## src/rtl/fixed_pkg.sv

```systemverilog
// Shared Q16.16 fixed-point definitions used by the arithmetic blocks.
package fixed_pkg;
    localparam int WIDTH_C = 32;
    localparam int FRAC_C  = 16;

    typedef logic [31:0] fix_t;

    typedef enum logic [1:0] {IDLE, RUN, DONE} div_state_t;

    localparam fix_t FIX_MAX = 32'hFFFF_FFFF;
endpackage

```

## src/rtl/div_step.sv

```systemverilog
// One restoring-division step: shift in a dividend bit, trial-subtract, restore on borrow.
module div_step #(
    parameter int W = 32
) (
    input  logic [W:0]   rem_i,
    input  logic         bit_i,
    input  logic [W-1:0] dvs_i,
    output logic [W:0]   rem_o,
    output logic         q_o
);
    logic [W+1:0] shifted;
    logic [W+1:0] diff;

    // rem_i < dvs_i always holds, so shifted fits in W+1 bits and diff's MSB is the borrow
    assign shifted = {rem_i, bit_i};
    assign diff    = shifted - {2'b00, dvs_i};
    assign q_o     = ~diff[W+1];
    assign rem_o   = q_o ? diff[W:0] : shifted[W:0];
endmodule

```

## src/rtl/fixed_div.sv

```systemverilog
// Sequential unsigned Q(WIDTH-FRAC).FRAC divider, one quotient bit per clock.
module fixed_div
    import fixed_pkg::*;
#(
    parameter int WIDTH = WIDTH_C,
    parameter int FRAC  = FRAC_C
) (
    input  logic             clk,
    input  logic             rst_n,
    input  logic             start,
    input  logic [WIDTH-1:0] A,
    input  logic [WIDTH-1:0] B,
    output logic [WIDTH-1:0] result,
    output logic             busy,
    output logic             done,
    output logic             div_by_zero,
    output logic             overflow
);
    localparam int TOT = WIDTH + FRAC;
    localparam int CW  = $clog2(TOT);

    div_state_t       state_q, state_d;
    logic [TOT-1:0]   dvd_q, dvd_d;
    logic [TOT-1:0]   quo_q, quo_d;
    logic [WIDTH-1:0] dvs_q, dvs_d;
    logic [WIDTH:0]   rem_q, rem_d;
    logic [CW-1:0]    cnt_q, cnt_d;
    logic [WIDTH-1:0] result_q, result_d;
    logic             dbz_q, dbz_d;
    logic             ovf_q, ovf_d;

    logic [WIDTH:0]   rem_nxt;
    logic             q_bit;
    logic [TOT-1:0]   quo_fin;

    div_step #(.W(WIDTH)) u_step (
        .rem_i (rem_q),
        .bit_i (dvd_q[TOT-1]),
        .dvs_i (dvs_q),
        .rem_o (rem_nxt),
        .q_o   (q_bit)
    );

    assign quo_fin = {quo_q[TOT-2:0], q_bit};

    always_comb begin
        state_d  = state_q;
        dvd_d    = dvd_q;
        quo_d    = quo_q;
        dvs_d    = dvs_q;
        rem_d    = rem_q;
        cnt_d    = cnt_q;
        result_d = result_q;
        dbz_d    = dbz_q;
        ovf_d    = ovf_q;
        case (state_q)
            RUN: begin
                dvd_d = {dvd_q[TOT-2:0], 1'b0};
                rem_d = rem_nxt;
                quo_d = quo_fin;
                if (cnt_q == '0) begin
                    state_d = DONE;
                    dbz_d   = 1'b0;
                    // Any set bit above WIDTH means the true quotient does not fit
                    if (quo_fin[TOT-1:WIDTH] != '0) begin
                        result_d = '1;
                        ovf_d    = 1'b1;
                    end else begin
                        result_d = quo_fin[WIDTH-1:0];
                        ovf_d    = 1'b0;
                    end
                end else begin
                    cnt_d = cnt_q - 1'b1;
                end
            end
            default: begin
                if (start) begin
                    if (B != '0) begin
                        state_d = RUN;
                        dvd_d   = {A, {FRAC{1'b0}}};
                        dvs_d   = B;
                        rem_d   = '0;
                        quo_d   = '0;
                        cnt_d   = CW'(TOT - 1);
                    end else begin
                        state_d  = DONE;
                        result_d = '1;
                        dbz_d    = 1'b1;
                        ovf_d    = 1'b0;
                    end
                end else if (state_q == DONE) begin
                    state_d = IDLE;
                end
            end
        endcase
    end

    always_ff @(posedge clk or negedge rst_n) begin
        if (!rst_n) begin
            state_q  <= IDLE;
            dvd_q    <= '0;
            quo_q    <= '0;
            dvs_q    <= '0;
            rem_q    <= '0;
            cnt_q    <= '0;
            result_q <= '0;
            dbz_q    <= 1'b0;
            ovf_q    <= 1'b0;
        end else begin
            state_q  <= state_d;
            dvd_q    <= dvd_d;
            quo_q    <= quo_d;
            dvs_q    <= dvs_d;
            rem_q    <= rem_d;
            cnt_q    <= cnt_d;
            result_q <= result_d;
            dbz_q    <= dbz_d;
            ovf_q    <= ovf_d;
        end
    end

    assign result      = result_q;
    assign busy        = (state_q == RUN);
    assign done        = (state_q == DONE);
    assign div_by_zero = dbz_q;
    assign overflow    = ovf_q;
endmodule

```

## config.mk

```make
export PLATFORM = sky130hd
export DESIGN_NAME = fixed_div
export DESIGN_NICKNAME = d
export VERILOG_FILES = /design/src/rtl/fixed_pkg.sv /design/src/rtl/div_step.sv /design/src/rtl/fixed_div.sv
export SDC_FILE = /design/constraint.sdc
export NUM_CORES = 1
export LEC_CHECK = 0
export BUFFER_PORTS_ARGS = -buffer_cell sky130_fd_sc_hd__buf_2
export CAP_MARGIN = 20
export CELL_PAD_IN_SITES_DETAIL_PLACEMENT = 1
export CELL_PAD_IN_SITES_GLOBAL_PLACEMENT = 2
export CORE_MARGIN = 8
export CORE_UTILIZATION = 41
export CTS_CLUSTER_DIAMETER = 60
export DETAILED_ROUTE_END_ITERATION = 16
export GPL_TIMING_DRIVEN = 1
export PLACE_DENSITY = 0.86
export SYNTH_ARGS = -nofsm -noshare
export SYNTH_HDL_FRONTEND = slang
export SYNTH_HIERARCHICAL = 1
export SYNTH_SLANG_ARGS = --single-unit
```

## constraint.sdc

```tcl
create_clock -name clk -period 8.7 [get_ports clk]
set_clock_uncertainty 0.2 [all_clocks]
set_input_delay 1.74 -clock clk [delete_from_list [all_inputs] [get_ports clk]]
set_output_delay 1.74 -clock clk [all_outputs]
set_load 0.03 [all_outputs]
```

==> metrics.txt, run 1 <==
outcome=completed; # IOs=103; initial antenna violation count=0; Post-Syn Area=10300 um^2; sequential power share=29.8%; PortBufs=102; largest net degree at the start of global routing=119; EDFF count, synth=0; Max FO, Critical Path=86; Filler Cells Inserted=2918; cts hold-fix bufs=0; setup bufs post-CTS=0; share of post-route cells with drive strength above 1=17.7%; max-cap violations=0; Global Route met1 Usage=24.7%; vias in the first global route=9217; Die H=175 um; ys flop type=dfrtp_1; H-tree depth=4; Syn Nets=1196; r2r setup slk=4540 ps; root buffer cell=clkbuf_16; GRT busiest layer=met2; core area=25000 um^2; Setup TNS=0 ps; Crit. Startpoint=state_q[1]; CP Class=reg2out; first drt pass iteration count=4; crit start category=flip-flop; final wirelength=28.1 mm; vias per cell=5.77; Slew HR=30.2%; Non-Filler Instances=1485; Final Hold Fails=0; FF-to-FF path depth=12; Worst Hold Class=reg2reg; ys async rst share=100%; global-route wire length before repair=47.4 mm; register area=4650 um^2; vias=8565; Clk network pwr share=16.4%; met2 Resource Use GR=31.3%; sw frac=44.3%; n_diodes=0; clk_lat worst skew=440 ps; slew of the pin with the lowest slew margin=1050 ps; synth-to-layout area growth=13.3%; clock sinks=186; worst r2r src=rem_q[7]; area of the multi-input gates=5190 um^2; sequential share of the synthesized area=45.0%; Starting Density=41.4%; Core Rows=58; Final setup viols=0; 1st-iter DRT viols=419; CTS tree=built; Peak VDD IR=0.000156 V; post_cts resized=0; grt ovf=0; combinational power share=53.8%; Cells after Synth=1094; die area=30600 um^2; hold depth=2; Crit path required time=6760 ps; fin crit period=4410 ps; Die Wd=175 um; DRC Markers=0; Ys Warns=6; final net count=1244; final slew viol count=0; Max Clk Rate=227 MHz; Final GP Congestion=0.828; Pint=2.91 mW; Placed Cells incl. Taps=1453; GRT Overall Usage=18.6%; post-DP HPWL=17.7 mm; crit path DAT=2470 ps; Distinct cells, synth=67; Yosys reg bits=186; syn avg cell area=9.45 um^2; PwrDens=447 nW/um^2; Critical Path End=busy; met3 Use GR=3.06%; CTS max path bufs=2; NetSw=2.32 mW; Worst-path clk slew=80 ps; Worst Setup End Kind=output port; Routed Antenna Nets=0; P_leak=5.27 nW; R2R Path End=rem_q[2]; Routed WL per cell=18.9 um; total CTS buffers=17; RSZ-0062 raised after global routing=no; Design Power=5.23 mW; post-route clock period utilization=50.7%
-- how the worst min path moves through the flow --
| stage | start | endpoint | slack, ps |
|---|---|---|---|
| after global routing | dvs_q[0] | dvs_q[0] | 340 |
| final | dvd_q[16] | dvd_q[17] | 310 |
| after detailed placement | dvs_q[14] | dvs_q[14] | 300 |
| after CTS | dvs_q[14] | dvs_q[14] | 320 |
| after floorplan | quo_q[33] | quo_q[34] | 270 |
| after global placement | dvs_q[10] | dvs_q[10] | 290 |
-- synth_stat cells (3+ instances only) --
master | number | area, um^2
dfrtp_1 | 186 | 4650
nand2_1 | 186 | 698
a21oi_1 | 96 | 480
clkbuf_1 | 70 | 263
o21ai_0 | 62 | 310
inv_1 | 40 | 150
nand4_1 | 40 | 250
mux2_2 | 37 | 417
ha_1 | 34 | 425
nand3_1 | 33 | 165
nor3b_1 | 31 | 233
o2111ai_1 | 31 | 272
o32a_1 | 30 | 300
a21o_1 | 26 | 195
nor2_1 | 21 | 78.8
mux2_1 | 20 | 225
xnor2_1 | 20 | 175
nor4_1 | 12 | 75.1
xor2_1 | 10 | 87.6
buf_2 | 8 | 40.0
nor2b_1 | 8 | 50.1
nor3_1 | 8 | 40.0
o21a_1 | 6 | 45.0
a211oi_1 | 5 | 37.5
mux2i_1 | 5 | 50.1
o31ai_1 | 5 | 37.5
a31oi_1 | 3 | 18.8
and3_1 | 3 | 18.8
and4_1 | 3 | 26.3
buf_4 | 3 | 22.5
buf_8 | 3 | 45.0
nand2b_1 | 3 | 18.8
o21bai_1 | 3 | 22.5
-- metrics by stage --
stage	setup WS [ps]	hold WS (ps)	util (%)	cell area [um^2]
final	4290	313	46.9	11700
after global routing	4090	337	46.9	11700
after CTS	4230	316	46.9	11700
after detailed placement	4020	297	44.3	11100
after global placement	4060	290	44.2	11000
after floorplan	5130	272	-	10300
-- cell type report --
type / count / share of cell area (%)
multi-input combinational: 780 / 44.3
sequential: 186 / 39.7
timing repair buffer: 117 / 5.56
clock buffer: 17 / 3.63
tap: 330 / 3.52
clock inverter: 15 / 1.98
inverter: 40 / 1.30
-- layer usage --
metal | up-vias | wire length (um)
met4 | 0 | 315
met5 | - | 0
met3 | 21 | 915
met2 | 139 | 13700
li1 | 4056 | -
met1 | 4349 | 13100
-- power by group through the flow --
stage          Sequential, mW  Combinational (mW)  Clock, mW
3_3_place_gp             1.56                2.72          0
5_1_grt                  1.61                3.16      0.909
2_1_floorplan            1.59                2.13          0
4_1_cts                  1.56                2.84      0.879
3_5_place_dp             1.57                2.80          0
6_report                 1.56                2.82      0.858
-- layout by cell type, fill, tap and decap left out, types with 8 or more instances in the layout --
cell / count
nand2_1: 186
dfrtp_1: 186
buf_2: 101
a21oi_1: 95
o21ai_0: 62
nand4_1: 40
inv_1: 39
mux2_2: 37
ha_1: 34
nand3_1: 33
nor3b_1: 31
o2111ai_1: 31
o32a_1: 30
a21o_1: 26
nor2_1: 21
xnor2_1: 20
mux2_1: 20
clkbuf_16: 17
buf_4: 14
nor4_1: 12
xor2_1: 9
nor3_1: 8
nor2b_1: 8
inv_12: 8
-- cells by family after synthesis --
family                   after synthesis  share of synthesized area (%)
buffers and inverters                128                           5.32
multiplexers                          62                           6.69
XOR/XNOR                              30                           2.54
AND/OR/NAND/NOR                      360                           17.1
flip-flops                           186                           45.0
adder cells (fa/ha/maj)               35                           4.31
AO/OA/AOI/OAI                        293                           19.0
-- sequential cells by signal (all words and copies together) (netlist names) --
register / count
cnt_q: 6
div_by_zero: 1
dvd_q: 32
dvs_q: 32
overflow: 1
quo_q: 47
rem_q: 33
result: 32
state_q: 2
-- worst max-delay path, stage by stage (launching register included) --
cell      delay, ps
dfrtp_1         410
nand2b_4        630
inv_4           670
buf_2           300
Note: power is estimated with default switching activity, not from simulation.
==> run 2: changes to the inputs <==
--- a/config.mk
+++ b/config.mk
@@ -10,11 +10,11 @@
 export CELL_PAD_IN_SITES_DETAIL_PLACEMENT = 1
 export CELL_PAD_IN_SITES_GLOBAL_PLACEMENT = 2
 export CORE_MARGIN = 8
-export CORE_UTILIZATION = 41
+export CORE_UTILIZATION = 34
 export CTS_CLUSTER_DIAMETER = 60
 export DETAILED_ROUTE_END_ITERATION = 16
 export GPL_TIMING_DRIVEN = 1
-export PLACE_DENSITY = 0.86
+export PLACE_DENSITY = 0.76
 export SYNTH_ARGS = -nofsm -noshare
 export SYNTH_HDL_FRONTEND = slang
 export SYNTH_HIERARCHICAL = 1
==> constraint.sdc (replaced) <==
create_clock -name clk -period 3.97 [get_ports clk]
set_clock_uncertainty 0.2 [all_clocks]
set_input_delay 0.794 -clock clk [delete_from_list [all_inputs] [get_ports clk]]
set_output_delay 0.794 -clock clk [all_outputs]
set_load 0.03 [all_outputs]
==> run 2 against run 1 <==
- critical path depth increased by 9
- die area rose by 19%
- clock power increased by 110%
- sequential power rose by 120%
- critical endpoint is now rem_q[22]
- highest routed layer unchanged
==> metrics.txt, run 2 (same netlist as run 1, synthesis figures left out) <==
Slew HR=41.6%; Final Hold Fails=0; largest net degree at the start of global routing=109; first drt pass iteration count=5; setup bufs post-CTS=0; Filler Cells Inserted=3499; post-route clock period utilization=94.5%; synth-to-layout area growth=15.1%; 1st-iter DRT viols=509; Die Wd=190 um; max FFs per register=47; total CTS buffers=17; clock sinks=186; fin crit period=3750 ps; CP Cell Sequence=ha_1 -> and3_1 -> or3b_1 -> a211oi_2 -> o31ai_1 -> and3_4 -> o31ai_4 -> xor2_4 -> buf_6 -> mux2_1 -> nand2_1 -> o21ai_0; Crit path required time=4050 ps; highest-count cells in the layout ignoring fill and taps=nand2_1 (186), dfrtp_1 (186), buf_2 (101); Core Rows=64; root buffer cell=clkbuf_16; Final setup viols=0; worst path bufs/invs=1; final net count=1254; P_leak=5.33 nW; Peak VDD IR=0.000378 V; Max Clk Rate=267 MHz; CTS max path bufs=2; Routed Antenna Nets=0; leading registers by flop count=quo_q x47, rem_q x33; GRT Overall Usage=16.6%; Worst-path clk slew=80 ps; outcome=completed; Biggest register=quo_q; slew of the pin with the lowest slew margin=874 ps; Crit-path slowest cell=ha_1; grt ovf=0; vias in the first global route=8984; Starting Density=34.2%; final slew viol count=0; RSZ-0062 raised after global routing=no; PwrDens=974 nW/um^2; vias per cell=5.42; Setup TNS=0 ps; n_diodes=0; max-cap violations=0; share of post-route cells with drive strength above 1=18.5%; CTS tree=built; Die H=190 um; PortBufs=102; Worst Setup End Kind=flip-flop; Crit path largest cell delay=410 ps; initial antenna violation count=0; clk_lat worst skew=440 ps; H-tree depth=4; core area=30300 um^2; crit path DAT=3830 ps; DRC Markers=0; Post-Route Utilization=39.3%; CP delay by family, top=simple AND/OR/NAND/NOR gates; Max FO, Critical Path=13; die area=36300 um^2; Worst Hold Class=in2async; # IOs=103; crit start category=flip-flop; global-route wire length before repair=49.2 mm; CP Class=reg2reg; final wirelength=29.8 mm; Final GP Congestion=0.783; vias=8467; Routed WL per cell=19.1 um; post-DP HPWL=19.4 mm
run 2: stage by stage:
step | total power [mW] | instances | area (um^2) | setup WS [ps] | hold WS (ps)
after floorplan | 8.17 | 1094 | 10300 | 755 | 272
after global placement | 9.61 | 1528 | 11200 | 308 | 289
after detailed placement | 9.76 | 1528 | 11200 | 222 | 285
after CTS | 11.7 | 1560 | 11900 | 149 | 256
after global routing | 12.6 | 1561 | 11900 | 11.4 | 149
final | 11.6 | 1561 | 11900 | 218 | 152
run 2: where the power goes:
| group | internal (mW) | leakage, nW | switching [mW] | total, mW |
|---|---|---|---|---|
| combinational | 2.83 | 2.68 | 3.54 | 6.37 |
| sequential | 2.77 | 2.34 | 0.632 | 3.41 |
| clock | 0.935 | 0.306 | 0.879 | 1.81 |
run 2: metal layers:
layer / vias up / wire length [um] / track usage, %
li1: 4072 / - / -
met4: 0 / 281 / 3.67
met2: 123 / 13300 / 25.6
met5: - / 0 / 0
met1: 4254 / 15200 / 23.7
met3: 18 / 995 / 3.13
run 2: layout make-up:
cell class	count	area (um^2)	area share [%]
multi-input cells	780	5190	43.6
flip-flops and latches	186	4650	39.1
well taps	396	495	4.16
repair buffers	127	781	6.56
inverters	40	153	1.28
clock buffers	18	439	3.69
clock inverters	14	189	1.59
run 2: final timing paths:
check | startpoint | to | slack (ps) | cells past startpoint
worst max-delay path | rem_q[7] | rem_q[22] | 220 | 12
worst min-delay path | rst_n | quo_q[5] | 150 | 2
worst max register to register | rem_q[7] | rem_q[22] | 220 | 12
worst min register to register | dvs_q[27] | dvs_q[27] | 310 | 1
max in group asynchronous | rst_n | rem_q[14] | 2810 | 2
min in group clk | dvs_q[27] | dvs_q[27] | 310 | 1
run 2: worst reg2reg max path: stages, from the launching register on:
cell and delay (ps):
dfrtp_1 400, ha_1 410, and3_1 210, or3b_1 370, a211oi_2 320, o31ai_1 140, and3_4 220, o31ai_4 260
xor2_4 280, buf_6 230, mux2_1 370, nand2_1 80, o21ai_0 90
run 2: what timing repair did:
| item | CTS | global route |
|---|---|---|
| resized for setup | 0 | 2 |
| hold buffers | 0 | 0 |
| setup endpoints to repair | 0 | 3 |
==> run 3: changes to the inputs <==
--- a/config.mk
+++ b/config.mk
@@ -14,7 +14,7 @@
 export CTS_CLUSTER_DIAMETER = 60
 export DETAILED_ROUTE_END_ITERATION = 16
 export GPL_TIMING_DRIVEN = 1
-export PLACE_DENSITY = 0.76
+export PLACE_DENSITY_LB_ADDON = 0.12
 export SYNTH_ARGS = -nofsm -noshare
 export SYNTH_HDL_FRONTEND = slang
 export SYNTH_HIERARCHICAL = 1
==> run 3 against run 2 <==
- sequential share of layout area about the same
- worst setup slack better by 40 ps
- power fell by 0.13%
- first-iteration DRC count down 25%
- register-to-register slack better by 40 ps
- largest cell class unchanged
- largest power group unchanged
- highest routed layer unchanged
==> metrics.txt, run 3 (same netlist as run 1, synthesis figures left out) <==
DRC Markers=0; fin crit period=3710 ps; global-route wire length before repair=50.0 mm; die area=36300 um^2; Biggest register=quo_q; setup ws final=258 ps; met3 Use GR=3.20%; 1st-iter DRT viols=382; clk_lat worst skew=450 ps; Design Power=11.6 mW; core area=30300 um^2; Starting Density=34.2%; # IOs=103; final net count=1259; Routed Antenna Nets=0; vias=8456; Crit-path slowest cell=dfrtp_1; Final GP Congestion=0.789; hold slack=131 ps; slew of the pin with the lowest slew margin=1050 ps; Final Hold Fails=0; Routed WL per cell=19.0 um; largest net degree at the start of global routing=89; P_leak=5.33 nW; grt ovf=0; post-DP HPWL=19.4 mm; H-tree depth=4; leading registers by flop count=quo_q x47, rem_q x33; Post-Route Utilization=39.3%; GRT Overall Usage=16.9%; vias in the first global route=9136; crit start category=flip-flop; Crit path required time=4050 ps; CP Class=reg2reg; total CTS buffers=17; CTS tree=built; Final setup viols=0; Max FO, Critical Path=25; root buffer cell=clkbuf_16; Worst Hold Class=in2async; Peak VDD IR=0.000363 V; clock sinks=186; first drt pass iteration count=4; DP Area=11300 um^2; CP Cell Sequence=ha_1 -> and3_1 -> or3b_1 -> a211oi_2 -> o31ai_1 -> and3_4 -> o31ai_4 -> xor2_4 -> buf_12 -> mux2_1 -> nand2_1 -> o21ai_0; Place WS=189 ps; PortBufs=102; Crit path largest cell delay=410 ps; final slew viol count=0; final wirelength=29.7 mm; max-cap violations=0; CTS max path bufs=2; Placed Cells incl. Taps=1531; n_diodes=0; Global Route met1 Usage=23.6%; Non-Filler Instances=1566; Slew HR=30.0%; vias per cell=5.40; finished layout cell area=11900 um^2; CP delay by family, top=simple AND/OR/NAND/NOR gates; Core Rows=64; initial antenna violation count=0; met2 Resource Use GR=26.9%; Setup TNS=0 ps; highest-count cells in the layout ignoring fill and taps=nand2_1 (186), dfrtp_1 (186), buf_2 (101); worst path bufs/invs=1; share of post-route cells with drive strength above 1=18.9%; PwrDens=973 nW/um^2; outcome=completed; Die Wd=190 um; RSZ-0062 raised after global routing=no; Worst Setup End Kind=flip-flop; GRT busiest layer=met2; post-route clock period utilization=93.5%; Die H=190 um; Max Clk Rate=269 MHz; crit path DAT=3800 ps; Worst-path clk slew=90 ps; max FFs per register=47; synth-to-layout area growth=15.1%
## run 3: repair_timing
action                     CTS  global route
hold buffers                 0             0
setup endpoints to repair    0            16
buffers inserted             0             3
resized for setup            0             1
## run 3: layer usage
metal  share of wire (%)  up-vias
li1                    -     4073
met1                  49     4261
met2                  47      113
met3                 3.3        9
met4                0.54        0
met5                   0        -
## run 3: layout make-up
cell class	count	area, um^2
Clock buffer	18	439
Clock inverter	14	166
Fill cell	3490	18400
Inverter	40	153
Multi-Input combinational cell	780	5200
Sequential cell	186	4650
Tap cell	396	495
Timing Repair Buffer	132	795
## run 3: final timing paths
path | start | endpoint | slack (ps) | depth (start not counted)
worst max-delay path | rem_q[7] | rem_q[5] | 260 | 12
min in group clk | dvs_q[18] | dvs_q[18] | 310 | 1
worst max register to register | rem_q[7] | rem_q[5] | 260 | 12
worst min register to register | dvs_q[18] | dvs_q[18] | 310 | 1
worst min-delay path | rst_n | dvd_q[30] | 130 | 1
max in group asynchronous | rst_n | dvs_q[20] | 2510 | 2
## run 3: power breakdown
group          switching, mW  internal [mW]
clock network          0.896          0.872
registers              0.618           2.77
logic                   3.52           2.90
